**src/rtl/key_event_pkg.sv**
```systemverilog
// Shared types and helpers for the key event generator: per-key FSM states,
// millisecond-to-cycle conversion and key index width.
package key_event_pkg;

  typedef enum logic [1:0] {
    ST_IDLE   = 2'd0,
    ST_WAIT   = 2'd1,
    ST_REPEAT = 2'd2
  } key_state_e;

  function automatic int unsigned ms_to_cyc(input int unsigned clk_freq,
                                            input int unsigned ms);
    return (clk_freq / 1000) * ms;
  endfunction

  function automatic int unsigned key_idx_w(input int unsigned key_cnt);
    return (key_cnt > 1) ? $clog2(key_cnt) : 1;
  endfunction

endpackage

```
**src/rtl/key_repeat_fsm.sv**
```systemverilog
// Typematic timer for one key: after a press, ticks once after DELAY_CYC
// cycles and then every RATE_CYC cycles until the key is released.
module key_repeat_fsm
  import key_event_pkg::*;
#(
  parameter int unsigned DELAY_CYC = 30,
  parameter int unsigned RATE_CYC  = 20
) (
  input  logic clk,
  input  logic rst,
  input  logic press_i,
  input  logic release_i,
  output logic tick_o
);

  localparam int unsigned MAX_CYC = (DELAY_CYC > RATE_CYC) ? DELAY_CYC : RATE_CYC;
  localparam int unsigned CNT_W   = (MAX_CYC > 1) ? $clog2(MAX_CYC) : 1;

  key_state_e       state_q;
  logic [CNT_W-1:0] cnt_q;

  // A key released on its terminal count cycle no longer counts as held.
  always_comb begin
    tick_o = 1'b0;
    if (!release_i) begin
      if (state_q == ST_WAIT && cnt_q == CNT_W'(DELAY_CYC - 1))
        tick_o = 1'b1;
      else if (state_q == ST_REPEAT && cnt_q == CNT_W'(RATE_CYC - 1))
        tick_o = 1'b1;
    end
  end

  always_ff @(posedge clk or posedge rst) begin
    if (rst) begin
      state_q <= ST_IDLE;
      cnt_q   <= '0;
    end else begin
      case (state_q)
        ST_IDLE: begin
          cnt_q <= '0;
          if (press_i) state_q <= ST_WAIT;
        end
        ST_WAIT, ST_REPEAT: begin
          if (release_i) begin
            state_q <= ST_IDLE;
            cnt_q   <= '0;
          end else if (tick_o) begin
            state_q <= ST_REPEAT;
            cnt_q   <= '0;
          end else begin
            cnt_q <= cnt_q + CNT_W'(1);
          end
        end
        default: begin
          state_q <= ST_IDLE;
          cnt_q   <= '0;
        end
      endcase
    end
  end

endmodule

```
**src/rtl/key_event_gen.sv**
```systemverilog
// Turns debounced active-low key levels into press/auto-repeat events,
// delivered lowest index first over valid/ready. Auto-repeat: KEY_EVENT_REPEAT_EN.
module key_event_gen
  import key_event_pkg::*;
#(
  parameter int unsigned CLK_FREQ        = 50_000_000,
  parameter int unsigned KEY_CNT         = 8,
  parameter int unsigned REPEAT_DELAY_MS = 300,
  parameter int unsigned REPEAT_RATE_MS  = 100,
  localparam int unsigned IDX_W          = key_idx_w(KEY_CNT)
) (
  input  logic               clk,
  input  logic               rst,
  input  logic [KEY_CNT-1:0] keys_stable,
  output logic               event_valid,
  input  logic               event_ready,
  output logic [IDX_W-1:0]   event_key,
  output logic               event_repeat,
  output logic [KEY_CNT-1:0] keys_held
);

  logic [KEY_CNT-1:0] prev_q, held_q, pend_q, pend_d, press;
  logic               vld_q, vld_d, load, grant_found;
  logic [IDX_W-1:0]   key_q, key_d, grant_idx;

`ifdef KEY_EVENT_REPEAT_EN
  localparam int unsigned DELAY_CYC = ms_to_cyc(CLK_FREQ, REPEAT_DELAY_MS);
  localparam int unsigned RATE_CYC  = ms_to_cyc(CLK_FREQ, REPEAT_RATE_MS);

  logic [KEY_CNT-1:0] rel, tick, rep_q, rep_d;
  logic               ev_rep_q, ev_rep_d;

  assign rel = ~prev_q & keys_stable;

  for (genvar i = 0; i < KEY_CNT; i++) begin : g_key
    key_repeat_fsm #(
      .DELAY_CYC (DELAY_CYC),
      .RATE_CYC  (RATE_CYC)
    ) u_fsm (
      .clk       (clk),
      .rst       (rst),
      .press_i   (press[i]),
      .release_i (rel[i]),
      .tick_o    (tick[i])
    );
  end

  assign event_repeat = ev_rep_q;
`else
  assign event_repeat = 1'b0;
`endif

  assign press       = prev_q & ~keys_stable;
  assign load        = ~vld_q | event_ready;
  assign event_valid = vld_q;
  assign event_key   = key_q;
  assign keys_held   = held_q;

  always_comb begin
    grant_found = 1'b0;
    grant_idx   = '0;
    for (int i = KEY_CNT - 1; i >= 0; i--) begin
      if (pend_q[i]) begin
        grant_found = 1'b1;
        grant_idx   = IDX_W'(i);
      end
    end
  end

  // Clear the granted flag before merging new requests so an event arriving
  // on the grant cycle is queued rather than coalesced away.
  always_comb begin
    pend_d = pend_q;
`ifdef KEY_EVENT_REPEAT_EN
    rep_d = rep_q;
`endif
    if (load && grant_found) pend_d[grant_idx] = 1'b0;
    for (int i = 0; i < KEY_CNT; i++) begin
`ifdef KEY_EVENT_REPEAT_EN
      if (tick[i] && !pend_d[i]) begin
        pend_d[i] = 1'b1;
        rep_d[i]  = 1'b1;
      end
`endif
      if (press[i]) begin
        pend_d[i] = 1'b1;
`ifdef KEY_EVENT_REPEAT_EN
        rep_d[i]  = 1'b0;
`endif
      end
    end
  end

  always_comb begin
    vld_d = vld_q;
    key_d = key_q;
`ifdef KEY_EVENT_REPEAT_EN
    ev_rep_d = ev_rep_q;
`endif
    if (load) begin
      vld_d = grant_found;
      if (grant_found) begin
        key_d = grant_idx;
`ifdef KEY_EVENT_REPEAT_EN
        ev_rep_d = rep_q[grant_idx];
`endif
      end
    end
  end

  always_ff @(posedge clk or posedge rst) begin
    if (rst) begin
      prev_q <= '1;
      held_q <= '0;
      pend_q <= '0;
      vld_q  <= 1'b0;
      key_q  <= '0;
`ifdef KEY_EVENT_REPEAT_EN
      rep_q    <= '0;
      ev_rep_q <= 1'b0;
`endif
    end else begin
      prev_q <= keys_stable;
      held_q <= ~keys_stable;
      pend_q <= pend_d;
      vld_q  <= vld_d;
      key_q  <= key_d;
`ifdef KEY_EVENT_REPEAT_EN
      rep_q    <= rep_d;
      ev_rep_q <= ev_rep_d;
`endif
    end
  end

endmodule
```
**config.mk**
```make
export PLATFORM = sky130hd
export DESIGN_NAME = key_event_gen
export DESIGN_NICKNAME = d
export VERILOG_FILES = /design/src/rtl/key_event_pkg.sv /design/src/rtl/key_repeat_fsm.sv /design/src/rtl/key_event_gen.sv
export SDC_FILE = /design/constraint.sdc
export NUM_CORES = 1
export LEC_CHECK = 0
export ABC_AREA = 0
export BUFFER_PORTS_ARGS = -buffer_cell sky130_fd_sc_hd__buf_2
export CAP_MARGIN = 20
export CELL_PAD_IN_SITES_DETAIL_PLACEMENT = 1
export CELL_PAD_IN_SITES_GLOBAL_PLACEMENT = 1
export CORE_MARGIN = 1.5
export CORE_UTILIZATION = 40
export CTS_CLUSTER_SIZE = 10
export DETAILED_ROUTE_END_ITERATION = 8
export PLACE_DENSITY = 0.83
export SLEW_MARGIN = 15
export SYNTH_ARGS = -nofsm -noshare
export SYNTH_HDL_FRONTEND = slang
export SYNTH_SLANG_ARGS = --single-unit
```
**constraint.sdc**
```tcl
create_clock -name clk -period 2 [get_ports clk]
set_clock_uncertainty 0.2 [all_clocks]
set_input_delay 0.3 -clock clk [delete_from_list [all_inputs] [get_ports clk]]
set_output_delay 0.3 -clock clk [all_outputs]
set_load 0.05 [all_outputs]
```
==> metrics.md <==
| Metric | Value |
|---|---|
| Worst slew pin tran | `approximately 0.51 ns` |
| Leakage power | `just under 0.0006 uW` |
| Post-DRT Antenna Nets | `0` |
| Number of flops mapped to enable cells by yosys | `0` |
| Fill count | `around 290` |
| Sequential fraction of the synthesis area | `a little over two thirds` |
| Top post-synthesis cells by area | `dfrtp_1, dfstp_2, inv_1` |
| Asr flop ratio synth | `100%` |
| Worst setup EP type | `flop` |
| Slew margin rel. | `between 60% and 70%` |
| Cell taking the most area after synthesis | `dfrtp_1` |
| Initial antenna violation count | `0` |
| Share of layout cells above drive strength 1 | `34.2%` |
| Total iterations of the first detailed-routing run | `3` |
| Iteration-0 DRC Markers | `2` |
| Reg2reg start | `pend_q[2]` |
| Start point of the critical path | `pend_q[2]` |
| RSZ-0062 raised after global routing | `false` |
| Crit path max fanout | `7` |
| Fin cells | `147` |
| Commonest non-fill, non-tap cell in the layout | `buf_2` |
| Yosys top cell area share | `around 50%` |
| First-pass GRT wire length | `between 3000 and 4000 um` |
| Max VDD drop | `609 uV` |
| Final core occ | `between 50% and 60%` |
| Mean post-synth cell area | `roughly 12 um2` |
| IO Port Bufs | `22` |
| CTS tree | `built` |
| Core Rows | `18` |
| Clock Tree Buf Depth | `2` |
| Final Critical Period | `between 1.5 and 2 ns` |
| Min-Delay Path Class | `in2reg` |
| Achievable frequency | `585 MHz` |
| Placeable Area | `2450 um2` |
| Slew Viols, Final | `0` |
| Most frequent cells in the layout | `buf_2, dfrtp_1, inv_1, dlygate4sd3_1, dfstp_2` |
| Die Ht | `~54 um` |
| Starting Density | `roughly 42%` |
| Final Setup Violations | `0` |
| Ports | `24` |
| Hpwl dp | `1460 um` |
| Clk_lat worst skew | `approximately 0.32 ns` |
| CP Launch Type | `flop` |
| Number of global-route vias before repair | `between 700 and 800` |
| Mapped cell area | `around 1000 um2` |
| Post-CTS setup buffer count | `0` |
| Cells after DPL | `approximately 140` |
| CTS Buf Count | `3` |
| Min-delay src | `event_ready` |
| Grt ovf | `0` |
| Root Buffer Master | `clkbuf_4` |
| Final Hold Fails | `0` |
| Worst setup margin | `about 0.29 ns` |
| Status | `finished clean` |
| Pwr Density | `between 700 and 800 nW/um2` |
| DRC | `0` |
| Die Area | `2860 um2` |
| Total GRT Usage | `between 15 and 20%` |
| Worst Path Required | `approximately 2 ns` |
| Top FF cell, synth | `dfrtp_1` |
| Hold Slack | `0.166 ns` |
| Syn_nets | `a little over 90` |
| Arrival time worst endpoint | `between 1.5 and 2 ns` |
| Vias/cell | `between 5 and 6` |
| Largest net degree at the start of global routing | `29` |
| Unique masters post-synth | `25` |
| Die Wd | `between 50 and 60 um` |
| Number of warnings printed during yosys synthesis | `0` |
| # nets final | `130` |
| Yosys reg bits | `28` |
| Cells after Synth | `between 80 and 90` |
| Tcrit/Tclk final | `between 80% and 90%` |
| Kind of critical path | `reg2reg` |
| Clock slew at reported path FFs | `0.13 ns` |
| N_diodes | `0` |
| TNS Setup | `0 ns` |
| Per-cell routed wire length | `around 13 um` |
| Pre-CTS WS | `0.276 ns` |
| WL final | `roughly 2000 um` |
| H-tree Lvls | `1` |
| Routed vias | `approximately 740` |
| TritonCTS Sinks | `28` |
| Number of max-cap violations | `0` |
| RD Place Congestion | `0.746` |
| Layout area overhead | `26.2%` |
==> final timing paths <==
kind	end	slack, ns	cells past startpoint
max	pend_q[7]	0.29	4
min	event_valid	0.17	3
max reg2reg	pend_q[7]	0.29	4
min reg2reg	pend_q[1]	0.30	2
max in group asynchronous	prev_q[2]	0.95	4
min in group asynchronous	keys_held[6]	0.35	4
==> kinds of logic after synthesis <==
group	after synthesis	share of synthesized area [%]
buffers and inverters	13	5.15
other	1	0.367
AOI/OAI and AO/OA	21	14.1
and+or+nand+nor	19	10.8
DFF	28	69.6
==> per-layer routing <==
metal	GRT usage, %	routed length (um)	vias to the layer above
met5	0	0	-
met4	7.69	42	0
met3	4.52	95	5
met2	27.6	965	18
met1	22.6	851	375
li1	-	-	343
==> worst max-delay path, cell delays in order, from the launching register on <==
cell and delay [ns]:
dfrtp_1 0.50, nor4_4 0.39, nand2_2 0.15, a211oi_1 0.27, o2bb2ai_1 0.10
==> layout make-up <==
cell class / count / area (um2) / area share (%)
clock buffers: 3 / 22.5 / 1.75
inverters: 12 / 45.0 / 3.50
multi-input cells: 41 / 258 / 20.0
flip-flops and latches: 28 / 711 / 55.1
well taps: 30 / 37.5 / 2.91
repair buffers: 33 / 215 / 16.7
==> per-stage QoR <==
stage	instance area, um2	total power, uW
6_report	1290	1030
5_1_grt	1290	1080
4_1_cts	1290	1040
3_5_place_dp	1180	805
3_3_place_gp	1180	796
2_1_floorplan	1020	755
==> state kept, by name, summed over array words and instances, names as in the netlist <==
name	count
event_key	3
event_valid	1
keys_held	8
pend_q	8
prev_q	8
==> cell usage after synthesis, types with 2 or more instances <==
cell type and n:
a22o_2 2, a21oi_1 3, inv_1 12, a22o_1 2, nor2_1 7, dfrtp_1 20
o21ai_0 6, a31oi_1 2, dfstp_2 8, nor3_1 2, nor2b_1 4
==> report_power, final <==
part	switching [uW]	internal [uW]
logic	114	53.4
clock network	148	70.8
registers	31.2	608
==> what timing repair did <==
| item | in CTS | in global routing |
|---|---|---|
| endpoints found under the hold margin | 38 | 0 |
| gates resized for setup | 0 | 0 |
| setup endpoints to repair | 0 | 0 |
| hold buffers | 9 | 0 |
Note: power is estimated with default switching activity, not from simulation.
